### src/rtl/lpc_cycle_dispatcher.sv
// LPC cycle dispatcher: edge-detects decoded LPC cycle records, filters them
// by address window and cycle type, buffers accepted records in a small FIFO
// and hands them to a single valid/ready consumer. The LPC side cannot be
// stalled, so records arriving at a full FIFO are dropped and counted.
module lpc_cycle_dispatcher #(
  parameter int          DEPTH         = 8,
  parameter logic [15:0] ADDR_LO       = 16'h0080,
  parameter logic [15:0] ADDR_HI       = 16'h0080,
  parameter bit          CAPTURE_READS = 1'b1
) (
  input  logic                     clk_i,
  input  logic                     nrst_i,
  input  logic [31:0]              tdata_i,
  input  logic                     ready_i,
  input  logic                     en_i,
  input  logic                     clr_i,
  output logic [31:0]              m_tdata_o,
  output logic                     m_tvalid_o,
  input  logic                     m_tready_i,
  output logic [$clog2(DEPTH):0]   level_o,
  output logic                     overflow_o,
  output logic [15:0]              drop_cnt_o
);

  localparam int PW = (DEPTH > 1) ? $clog2(DEPTH) : 1;
  localparam int LW = $clog2(DEPTH) + 1;

  // Cycle type accepted for capture: writes always, reads when enabled.
  function automatic logic type_ok(input logic [1:0] t);
    return (t == 2'b01) || ((t == 2'b11) && CAPTURE_READS);
  endfunction

  // Saturating increment for the drop counter.
  function automatic logic [15:0] sat_inc16(input logic [15:0] v);
    return (v == 16'hFFFF) ? v : v + 16'd1;
  endfunction

  logic              ready_q;
  logic [31:0]       mem [DEPTH];
  logic [PW-1:0]     wr_ptr;
  logic [PW-1:0]     rd_ptr;
  logic [LW-1:0]     level;
  logic [15:0]       rec_addr;
  logic [1:0]        rec_type;
  logic              cap_evt;
  logic              in_window;
  logic              accept;
  logic              empty;
  logic              full;
  logic              pop;
  logic              push;
  logic              drop;

  assign rec_addr  = tdata_i[27:12];
  assign rec_type  = tdata_i[1:0];
  assign cap_evt   = ready_i & ~ready_q;
  assign in_window = (rec_addr >= ADDR_LO) && (rec_addr <= ADDR_HI);
  assign accept    = cap_evt & en_i & type_ok(rec_type) & in_window;
  assign empty     = (level == '0);
  assign full      = (level == LW'(DEPTH));
  // The output stage takes the head whenever it is free or being drained.
  assign pop       = ~empty & (~m_tvalid_o | m_tready_i);
  // A full FIFO still accepts when the head leaves on the same edge.
  assign push      = accept & (~full | pop);
  assign drop      = accept & full & ~pop;

  assign level_o   = level;

  // READY delay flop; resets high so a READY already asserted at reset
  // release is not mistaken for a new record. Tracks through clear.
  always_ff @(posedge clk_i or negedge nrst_i) begin
    if (!nrst_i) ready_q <= 1'b1;
    else         ready_q <= ready_i;
  end

  // Record storage; contents are only meaningful between the pointers.
  always_ff @(posedge clk_i) begin
    if (push && !clr_i) mem[wr_ptr] <= tdata_i;
  end

  // FIFO pointers and occupancy counter.
  always_ff @(posedge clk_i or negedge nrst_i) begin
    if (!nrst_i) begin
      wr_ptr <= '0;
      rd_ptr <= '0;
      level  <= '0;
    end else if (clr_i) begin
      wr_ptr <= '0;
      rd_ptr <= '0;
      level  <= '0;
    end else begin
      if (push) wr_ptr <= wr_ptr + 1'b1;
      if (pop)  rd_ptr <= rd_ptr + 1'b1;
      case ({push, pop})
        2'b10:   level <= level + 1'b1;
        2'b01:   level <= level - 1'b1;
        default: level <= level;
      endcase
    end
  end

  // Output register stage: load from the head, release after the last beat.
  always_ff @(posedge clk_i or negedge nrst_i) begin
    if (!nrst_i) begin
      m_tvalid_o <= 1'b0;
      m_tdata_o  <= '0;
    end else if (clr_i) begin
      m_tvalid_o <= 1'b0;
      m_tdata_o  <= '0;
    end else if (pop) begin
      m_tvalid_o <= 1'b1;
      m_tdata_o  <= mem[rd_ptr];
    end else if (m_tready_i) begin
      m_tvalid_o <= 1'b0;
    end
  end

  // Overflow statistics: sticky flag and saturating drop count.
  always_ff @(posedge clk_i or negedge nrst_i) begin
    if (!nrst_i) begin
      overflow_o <= 1'b0;
      drop_cnt_o <= '0;
    end else if (clr_i) begin
      overflow_o <= 1'b0;
      drop_cnt_o <= '0;
    end else if (drop) begin
      overflow_o <= 1'b1;
      drop_cnt_o <= sat_inc16(drop_cnt_o);
    end
  end

endmodule
### config.mk
export PLATFORM = sky130hd
export DESIGN_NAME = lpc_cycle_dispatcher
export DESIGN_NICKNAME = d
export VERILOG_FILES = /design/src/rtl/lpc_cycle_dispatcher.sv
export SDC_FILE = /design/constraint.sdc
export NUM_CORES = 1
export LEC_CHECK = 0
export CAP_MARGIN = 5
export CORE_ASPECT_RATIO = 0.9
export CORE_UTILIZATION = 63
export DETAILED_ROUTE_END_ITERATION = 10
export PLACE_DENSITY = 0.83
export SYNTH_ARGS = -nofsm -noshare
export SYNTH_HDL_FRONTEND = slang
export SYNTH_SLANG_ARGS = --single-unit
### constraint.sdc
create_clock -name clk_i -period 8.3 [get_ports clk_i]
set_clock_uncertainty 0.1 [all_clocks]
set_input_delay 2.49 -clock clk_i [delete_from_list [all_inputs] [get_ports clk_i]]
set_output_delay 2.49 -clock clk_i [all_outputs]
set_load 0.01 [all_outputs]
# Word-level counts from Yosys, hierarchy flattened
# Memory sizes are Yosys's and may differ from the RTL's.
# Cells that the tools add are included.
# word_totals
ram_bits	256
output_inout_bits	54
wordCells	67
romBits	0
latch_bits	0
n_memories	1
in_bits	38
ff_bits	61
# mem_list
memory	depth	width	read_ports	rd_ports_with_merged_regs	wr	line	text
mem	8	32	1	0	1	39	logic [31:0] mem [DEPTH];
# op_classes
bitwise_logic	15
n_eq_ne	7
muxes	18
n_addsub	5
magnitude_cmp	2
n_reduce_logical	11
shifts	0
multipliers	0
div	0
# op_table
op	count
32-bit 2-to-1 mux	2
16-bit 2-to-1 mux	3
16-bit by 1-bit adder with 16-bit output, second input constant	1
16-bit equality test, second input constant	1
16-bit by 8-bit greater-or-equal comparator with 1-bit output, second input constant	1
16-bit by 8-bit less-or-equal comparator with 1-bit output, second input constant	1
3-bit 2-to-1 mux	4
1-bit AND	8
4-bit one-hot mux with 2 select lines	1
1-bit 2-to-1 mux	7
3-bit by 1-bit adder with 3-bit output, second input constant	2
2-bit nonzero test	3
3-bit nonzero test	2
1-bit NOT	5
4-bit by 1-bit adder with 4-bit output, second input constant	1
2-bit by 1-bit equality test with 1-bit output, second input constant	2
2-bit equality test, second input constant	2
4-bit equality test, second input constant	1
4-bit zero test	1
4-bit 2-to-1 mux	1
4-bit by 1-bit subtractor with 4-bit output, second input constant	1
1-bit logical AND	2
2-bit inequality test, second input constant	1
1-bit OR	2
other kinds (3)	3

# Depth between registers and ports, before layout
# Gate-level depths: netlist of the first run.
# depth
ltp_word	9
mapped_depth	9
mapped_depth_nobuf	8

# Worst setup path before layout of the first run
# OpenSTA, ideal clock, no wires.
# synth_path
path_type	input to register
from	input port tdata_i[23]
to	memory mem[6][0], enable pin
slack_ns	0.694
required_time_ns	7.687
arrival_ns	6.992
setup_time_ns	0.513
cell_stages	5
n_path_buf	0
path_cell_list	nor4b_1 -> nand3_1 -> nor3_1 -> nand2_1 -> nor4b_1
# synth_between
elab_chain_len	7
elab_cells_between_ends	8
classes_between	order compare: 2; mux: 2; bitwise: 2; reduce/logical: 2
# synth_lines
element	line	text
start: declaration	13	input logic [31:0] tdata_i,
16-bit by 8-bit greater-or-equal comparator with 1-bit output / 16-bit by 8-bit less-or-equal comparator with 1-bit output (equally long branches)	57	assign in_window = (rec_addr >= ADDR_LO) && (rec_addr <= ADDR_HI);
1-bit logical AND *	57	
1-bit AND *	58	assign accept = cap_evt & en_i & type_ok(rec_type) & in_window;
1-bit AND *	64	assign push = accept & (~full | pop);
1-bit logical AND *	78	if (push && !clr_i) mem[wr_ptr] <= tdata_i;
1-bit 2-to-1 mux *	78	
1-bit 2-to-1 mux (implied by the code) *	78	
end: declaration	39	
# Mark *: on every way between the ends. The rest lies on a longest branch, timed or not.

# Worst setup path after layout of the first run
# layout_path
from	input port tdata_i[17]
to	memory mem[5][7], enable pin
# The elaborated chain is that of the path after synthesis.

==> reports/metrics.yaml, run 1 <==
outcome:
  status: "completed"
yosys:
  async_reset_ff_frac: 0.192
  yosys.area.top_type: "edfxtp_1"
  synthCells: 662
  yosysUniqueCellTypes: 42
  ys.flop_type: "edfxtp_1"
  syn-cell-area_um2: 12500
  synth.most_common_cell: "edfxtp_1"
  synth_area_per_cell_um2: 18.9
  synth-seq-area-share: 0.738
  synth_warnings: 0
  yosysTopAreaCellShare: 0.616
  synth.net_count: 706
  ys_ff_latch: 317
  synth_edf_count: 256
  synthTopCellsByCount: "edfxtp_1 (256), mux4_2 (64), dfrtp_1 (60)"
  yosys-top-cells-area: "edfxtp_1 (62%), dfrtp_1 (12%), mux4_2 (12%)"
floorplan:
  start_util: 0.648
  io_pins: 92
  die_w_um: 150
  rows: 48
  die_area_um2: 20400
  coreArea_um2: 19300
  floorplan.die.height_um: 136
worst_setup_path:
  slowest_delay_ns: 0.91
  crit_arrival_ns: 5.56
  crit_required_ns: 8.37
  slowest_stage: "nor2_4"
  crit_type: "in2reg"
  worstPathCellList: "clkdlybuf4s50_1 > nor4_1 > nand3_1 > nor3_1 > nand2b_1 > nor2_4"
  cp_max_fo: 32
  crit_path_start_kind: "input port"
  end_kind: "flop"
drt:
  vias: 6718
  via_per_inst: 6.50
  post-route-drc-count: 0
  wl_um: 25800
  first_pass_iters: 6
  antenna_left: 0
  first_iter_violations: 465
  routedWlPerCell_um: 24.9
timing:
  worstMarginPinSlew_ns: 1.22
  rsz0062_at_grt: "no"
  slew_viol_final: 0
  final.setup.worst_slack_ns: 2.81
  final_hold_viol_count: 0
  max_slew_margin: 0.187
  whs_ns: 0.461
  setup_viol: 0
  timing.final.crit_share: 0.661
  period_needed_ns: 5.49
  finalSetupTns_ns: 0
  clock.fmax_mhz: 182
clocking:
  post_cts_buffers: 0
  post_cts_resized: 0
  path_clk_slew_ns: 0.07
  cts_tree: "yes"
  cts_made_buffers: 30
  clock_sinks: 317
  clock-root-buffer: "clkbuf_16"
  cts_max_level: 1
  postCtsHoldBufs: 0
  clock_latency_ns: 0.55
  cts_buffer_depth: 3
place:
  gp_congestion: 0.750
  pre_cts_ws_ns: 2.21
  dpl_cell_area_um2: 13700
  dp.cells: 977
  dp_hpwl_um: 14400
  port_buffers: 91
global_routing:
  grt_max_degree: 71
  grt_usage: 0.265
  grt_remaining_overflow: 0
  grt_pass1_vias: 6814
  antenna_found_initial: 0
  grt_first_pass_wirelength_um: 39400
power_and_ir_drop:
  p_per_area_nw_per_um2: 294
  leakage_nw: 4.80
  finalPower_mw: 4.34
  ir_drop_v: 0.000216
finish:
  postLayoutCellArea_um2: 14800
  fin_util: 0.765
  fin_cells: 1034
  antenna_cells: 0
  syn2layout_area_growth_pct: 18.1
  final_nets: 804
  drive_gt1_frac: 0.191
flow_run:
  max_cap_violations: 0
worst_hold_path:
  hp-class: "reg2reg"
[state kept, by name, summed over array words and instances, names as in the netlist]
name and count:
wr_ptr 3, m_tdata_o 32, m_tvalid_o 1, level_o 4, mem 256, rd_ptr 3, overflow_o 1, ready_q 1
drop_cnt_o 16
[report_power, final]
group	switching [mW]	internal [mW]
registers	0.122	1.81
logic	0.470	0.519
clock network	0.582	0.839
[cells in the final DEF, fill, tap and decap left out, types with 5 or more instances in the layout]
| cell type | n |
|---|---|
| nand3_1 | 8 |
| nor2_1 | 43 |
| ha_1 | 5 |
| o31ai_1 | 12 |
| buf_4 | 15 |
| edfxtp_1 | 256 |
| clkbuf_16 | 31 |
| nor4_2 | 5 |
| mux2i_1 | 35 |
| dfrtp_1 | 57 |
| clkdlybuf4s50_1 | 89 |
| a21oi_1 | 16 |
| or4_1 | 12 |
| clkinv_2 | 7 |
| nor2b_1 | 5 |
| mux4_2 | 64 |
| nand2_1 | 6 |
| a211oi_1 | 32 |
| bufinv_16 | 5 |
| inv_1 | 7 |
[worst max-delay path, delay by kind of cell]
kind,cells,cell delay (ns)
and+or+nand+nor,5,2.40
buffers and inverters,1,0.65
[area by class of cell]
class | count | area [µm²]
repair buffers | 106 | 1010
fillers | 1022 | 4530
flip-flops and latches | 317 | 9220
well taps | 250 | 313
clock inverters | 22 | 253
multi-input cells | 298 | 3140
inverters | 7 | 26.3
clock buffers | 34 | 787
[metal layers]
| layer | wire (µm) | share of wire | track usage |
|---|---|---|---|
| met3 | 1540 | 0.060 | 0.0424 |
| met5 | 0 | 0 | 0 |
| met1 | 10700 | 0.42 | 0.369 |
| met4 | 652 | 0.025 | 0.0774 |
| met2 | 12900 | 0.50 | 0.437 |
[final timing paths]
| path | end | slack [ns] | depth (start not counted) | from |
|---|---|---|---|---|
| worst max-delay path | mem[5][7] | 2.81 | 6 | tdata_i[17] |
| worst min-delay path | overflow_o | 0.46 | 2 | overflow_o |
| worst max register to register | level_o[3] | 4.86 | 9 | level_o[0] |
| worst min register to register | overflow_o | 0.46 | 2 | overflow_o |
| max in group asynchronous | rd_ptr[0] | 5.40 | 2 | nrst_i |
| min in group asynchronous | drop_cnt_o[5] | 2.02 | 2 | nrst_i |
[kinds of logic (layout without fill, tap and decap cells)]
logic type	Yosys count	after routing	synth area share
fa+ha+maj	6	6	0.00661
buf+inv	47	169	0.0155
compound gates	72	72	0.0399
xor+xnor	5	5	0.00351
simple gates	114	114	0.0512
mux	101	101	0.145
flops	317	317	0.738
Note: power is estimated with default switching activity, not from simulation.
==> run 2: changes to the inputs <==
--- a/config.mk
+++ b/config.mk
@@ -7,9 +7,9 @@
 export LEC_CHECK = 0
 export CAP_MARGIN = 5
 export CORE_ASPECT_RATIO = 0.9
-export CORE_UTILIZATION = 63
+export CORE_UTILIZATION = 53
 export DETAILED_ROUTE_END_ITERATION = 10
-export PLACE_DENSITY = 0.83
+export PLACE_DENSITY = 0.74
 export SYNTH_ARGS = -nofsm -noshare
 export SYNTH_HDL_FRONTEND = slang
 export SYNTH_SLANG_ARGS = --single-unit
==> constraint.sdc (replaced) <==
create_clock -name clk_i -period 4.4 [get_ports clk_i]
set_clock_uncertainty 0.1 [all_clocks]
set_input_delay 1.32 -clock clk_i [delete_from_list [all_inputs] [get_ports clk_i]]
set_output_delay 1.32 -clock clk_i [all_outputs]
set_load 0.01 [all_outputs]
==> run 2 against run 1 <==
  * Sequential share of layout area shrank 1.7 points
  * Non-clock buffer count grew 32
  * Largest power group unchanged
  * Wire length shrank 1.8%
  * Global-route usage shrank 4.2 points
  * Die area grew 19%
  * Hold slack lost 0.038 ns
  * Critical path depth grew 2
  * Clock power grew 85%
  * Core utilization shrank 9.9 points
  * Highest routed layer unchanged
  * Largest cell class unchanged
  * First-iteration DRC count grew 31%
  * Count of clock-buffer cells in the layout grew 8
==> reports/metrics.yaml, run 2 (same netlist as run 1, synthesis figures left out) <==
finish:
  multi_input_area_um2: 3190  # was 3140 µm²
  fin_util: 0.666  # was 0.765
  fin_cells: 1115  # was 1034
  seqCellArea_um2: 9220  # unchanged
  final_nets: 837  # was 804
  postLayoutCellArea_um2: 15200  # was 14800 µm²
  layout_commonest_cell: "edfxtp_1"  # unchanged
  largest_reg_flops: 256  # unchanged
  syn2layout_area_growth_pct: 21.5  # was 18.1%
  drive_gt1_frac: 0.219  # was 0.191
  fillers: 1497  # was 1022
  largest_registers: "mem: 256 flops, m_tdata_o: 32 flops, drop_cnt_o: 16 flops"  # unchanged
  antenna_cells: 0  # unchanged
  layout_common_cells: "edfxtp_1 (256), clkdlybuf4s50_1 (89), mux4_2 (64), dfrtp_1 (57), nor2_1 (43)"  # unchanged
  regMostFlops: "mem"  # unchanged
worst_setup_path:
  rrSetupSlack_ns: 1.72  # was 4.86 ns
  crit_required_ns: 4.54  # was 8.37 ns
  crit_type: "in2reg"  # unchanged
  worstReg2RegEnd: "level_o[3]"  # unchanged
  worstPathCellList: "clkdlybuf4s50_1 > nor4_2 > nand3_1 > nor3_1 > buf_4 > nand2_1 > nor4b_4 > buf_4"  # was clkdlybuf4s50_1 > nor4_1 > nand3_1 > nor3_1 > nand2b_1 > nor2_4
  crit_path_start_kind: "input port"  # unchanged
  end_kind: "flop"  # unchanged
  crit_arrival_ns: 3.96  # was 5.56 ns
  reg2regPathDepth: 8  # was 9
  slowest_delay_ns: 0.50  # was 0.91 ns
  cp_max_fo: 12  # was 32
  r2r_start: "level_o[1]"  # was level_o[0]
  crit_path_frequent_cell: "buf_4"
  slowest_stage: "clkdlybuf4s50_1"  # was nor2_4
timing:
  setup_viol: 0  # unchanged
  slew_viol_final: 0  # unchanged
  whs_ns: 0.423  # was 0.461 ns
  final_hold_viol_count: 0  # unchanged
  worstMarginPinSlew_ns: 1.22  # about the same
  rsz0062_at_grt: "no"  # unchanged
  clock.fmax_mhz: 262
  period_needed_ns: 3.81
  max_slew_margin: 0.189  # was 0.187
  timing.final.crit_share: 0.867
floorplan:
  start_util: 0.548  # was 0.648
  die_area_um2: 24200  # was 20400 µm²
  rows: 52  # was 48
  coreArea_um2: 22800  # was 19300 µm²
  floorplan.die.height_um: 148  # was 136 µm
  die_w_um: 164  # was 150 µm
  io_pins: 92  # unchanged
clocking:
  cts_tree: "yes"  # unchanged
  path_clk_slew_ns: 0.06  # was 0.07 ns
  cts_max_level: 1  # unchanged
  clock-root-buffer: "clkbuf_16"  # unchanged
  cts_buffer_depth: 3  # unchanged
  clock_latency_ns: 0.55  # about the same
  cts_made_buffers: 31  # was 30
  postCtsHoldBufs: 0  # unchanged
  post_cts_resized: 0  # unchanged
  clock_sinks: 317  # unchanged
  post_cts_buffers: 0  # unchanged
flow_run:
  max_cap_violations: 0  # unchanged
drt:
  wl_um: 25300  # was 25800 µm
  antenna_left: 0  # unchanged
  routedWlPerCell_um: 22.7  # was 24.9 µm
  first_iter_violations: 611  # was 465
  first_pass_iters: 5  # was 6
  via_per_inst: 6.02  # was 6.50
  vias: 6711  # was 6718
  post-route-drc-count: 0  # unchanged
global_routing:
  grt_pass1_vias: 7088  # was 6814
  grt_remaining_overflow: 0  # unchanged
  grt_usage: 0.223  # was 0.265
  grt_first_pass_wirelength_um: 40400  # was 39400 µm
  antenna_found_initial: 0  # unchanged
  grt_max_degree: 69  # was 71
worst_hold_path:
  worstHoldStart: "overflow_o"  # unchanged
  hp-class: "reg2reg"  # unchanged
  min_path_cells: 2  # unchanged
  hold-path-endpoint: "overflow_o"  # unchanged
power_and_ir_drop:
  leakage_nw: 4.96  # was 4.80 nW
  p_per_area_nw_per_um2: 535  # was 294 nW/µm²
  ir_drop_v: 0.000412  # was 0.000216 V
  pwr-share-seq: 0.452  # was 0.445
  swShare: 0.266  # was 0.270
  p_int_mw: 5.95  # was 3.17 mW
  finalPower_mw: 8.12  # was 4.34 mW
  p_switching_mw: 2.16  # was 1.17 mW
  clkPwrFrac: 0.325  # was 0.327
  pwr-share-comb: 0.223  # was 0.228
place:
  dpl_cell_area_um2: 14100  # was 13700 µm²
  dp_hpwl_um: 15400  # was 14400 µm
  port_buffers: 91  # unchanged
  gp_congestion: 0.812  # was 0.750
  dp.cells: 1057  # was 977
outcome:
  status: "completed"  # unchanged
==> run 2: how the worst max path moves through the flow <==
stage / slack [ns] / start / to
floorplan: -0.07 / tdata_i[23] / mem[7][0]
global placement: 0.08 / tdata_i[26] / mem[4][28]
detailed placement: -0.02 / tdata_i[26] / mem[6][28]
CTS: 0.53 / tdata_i[26] / mem[6][1]
global route: 0.37 / tdata_i[26] / mem[6][1]
finish: 0.59 / tdata_i[26] / mem[6][2]
==> run 2: power groups by stage <==
| stage | clock (mW) | sequential [mW] | combinational [mW] |
|---|---|---|---|
| finish | 2.63 | 3.67 | 1.81 |
| global route | 2.81 | 3.72 | 1.98 |
| CTS | 2.68 | 3.68 | 1.84 |
| detailed placement | 0 | 3.74 | 1.83 |
| global placement | 0 | 3.73 | 1.78 |
| floorplan | 0 | 3.65 | 1.20 |
==> run 2: cell type report <==
cell class,instances,area share
Clock buffer,42,0.0565
Clock inverter,16,0.0113
Sequential cell,317,0.608
Tap cell,297,0.0245
Inverter,7,0.00173
Multi-Input combinational cell,298,0.210
Timing Repair Buffer,138,0.0876
==> run 2: per-layer routing <==
metal  up-vias  GRT usage  share of wire
li1       2979          -              -
met4         0     0.0556          0.020
met1      3464      0.306           0.42
met3        46     0.0334          0.052
met2       222      0.378           0.51
met5         -          0              0
==> run 2: stage by stage <==
step / setup TNS (ns) / worst slack, ns
floorplan: -4.40 / -0.0725
global placement: 0 / 0.0831
detailed placement: -0.281 / -0.0239
CTS: 0 / 0.531
global route: 0 / 0.371
finish: 0 / 0.586
==> run 2: critical path, delay by kind of cell <==
family | cells | cell delay (ns)
AND/OR/NAND/NOR | 5 | 1.67
buffers and inverters | 3 | 0.96
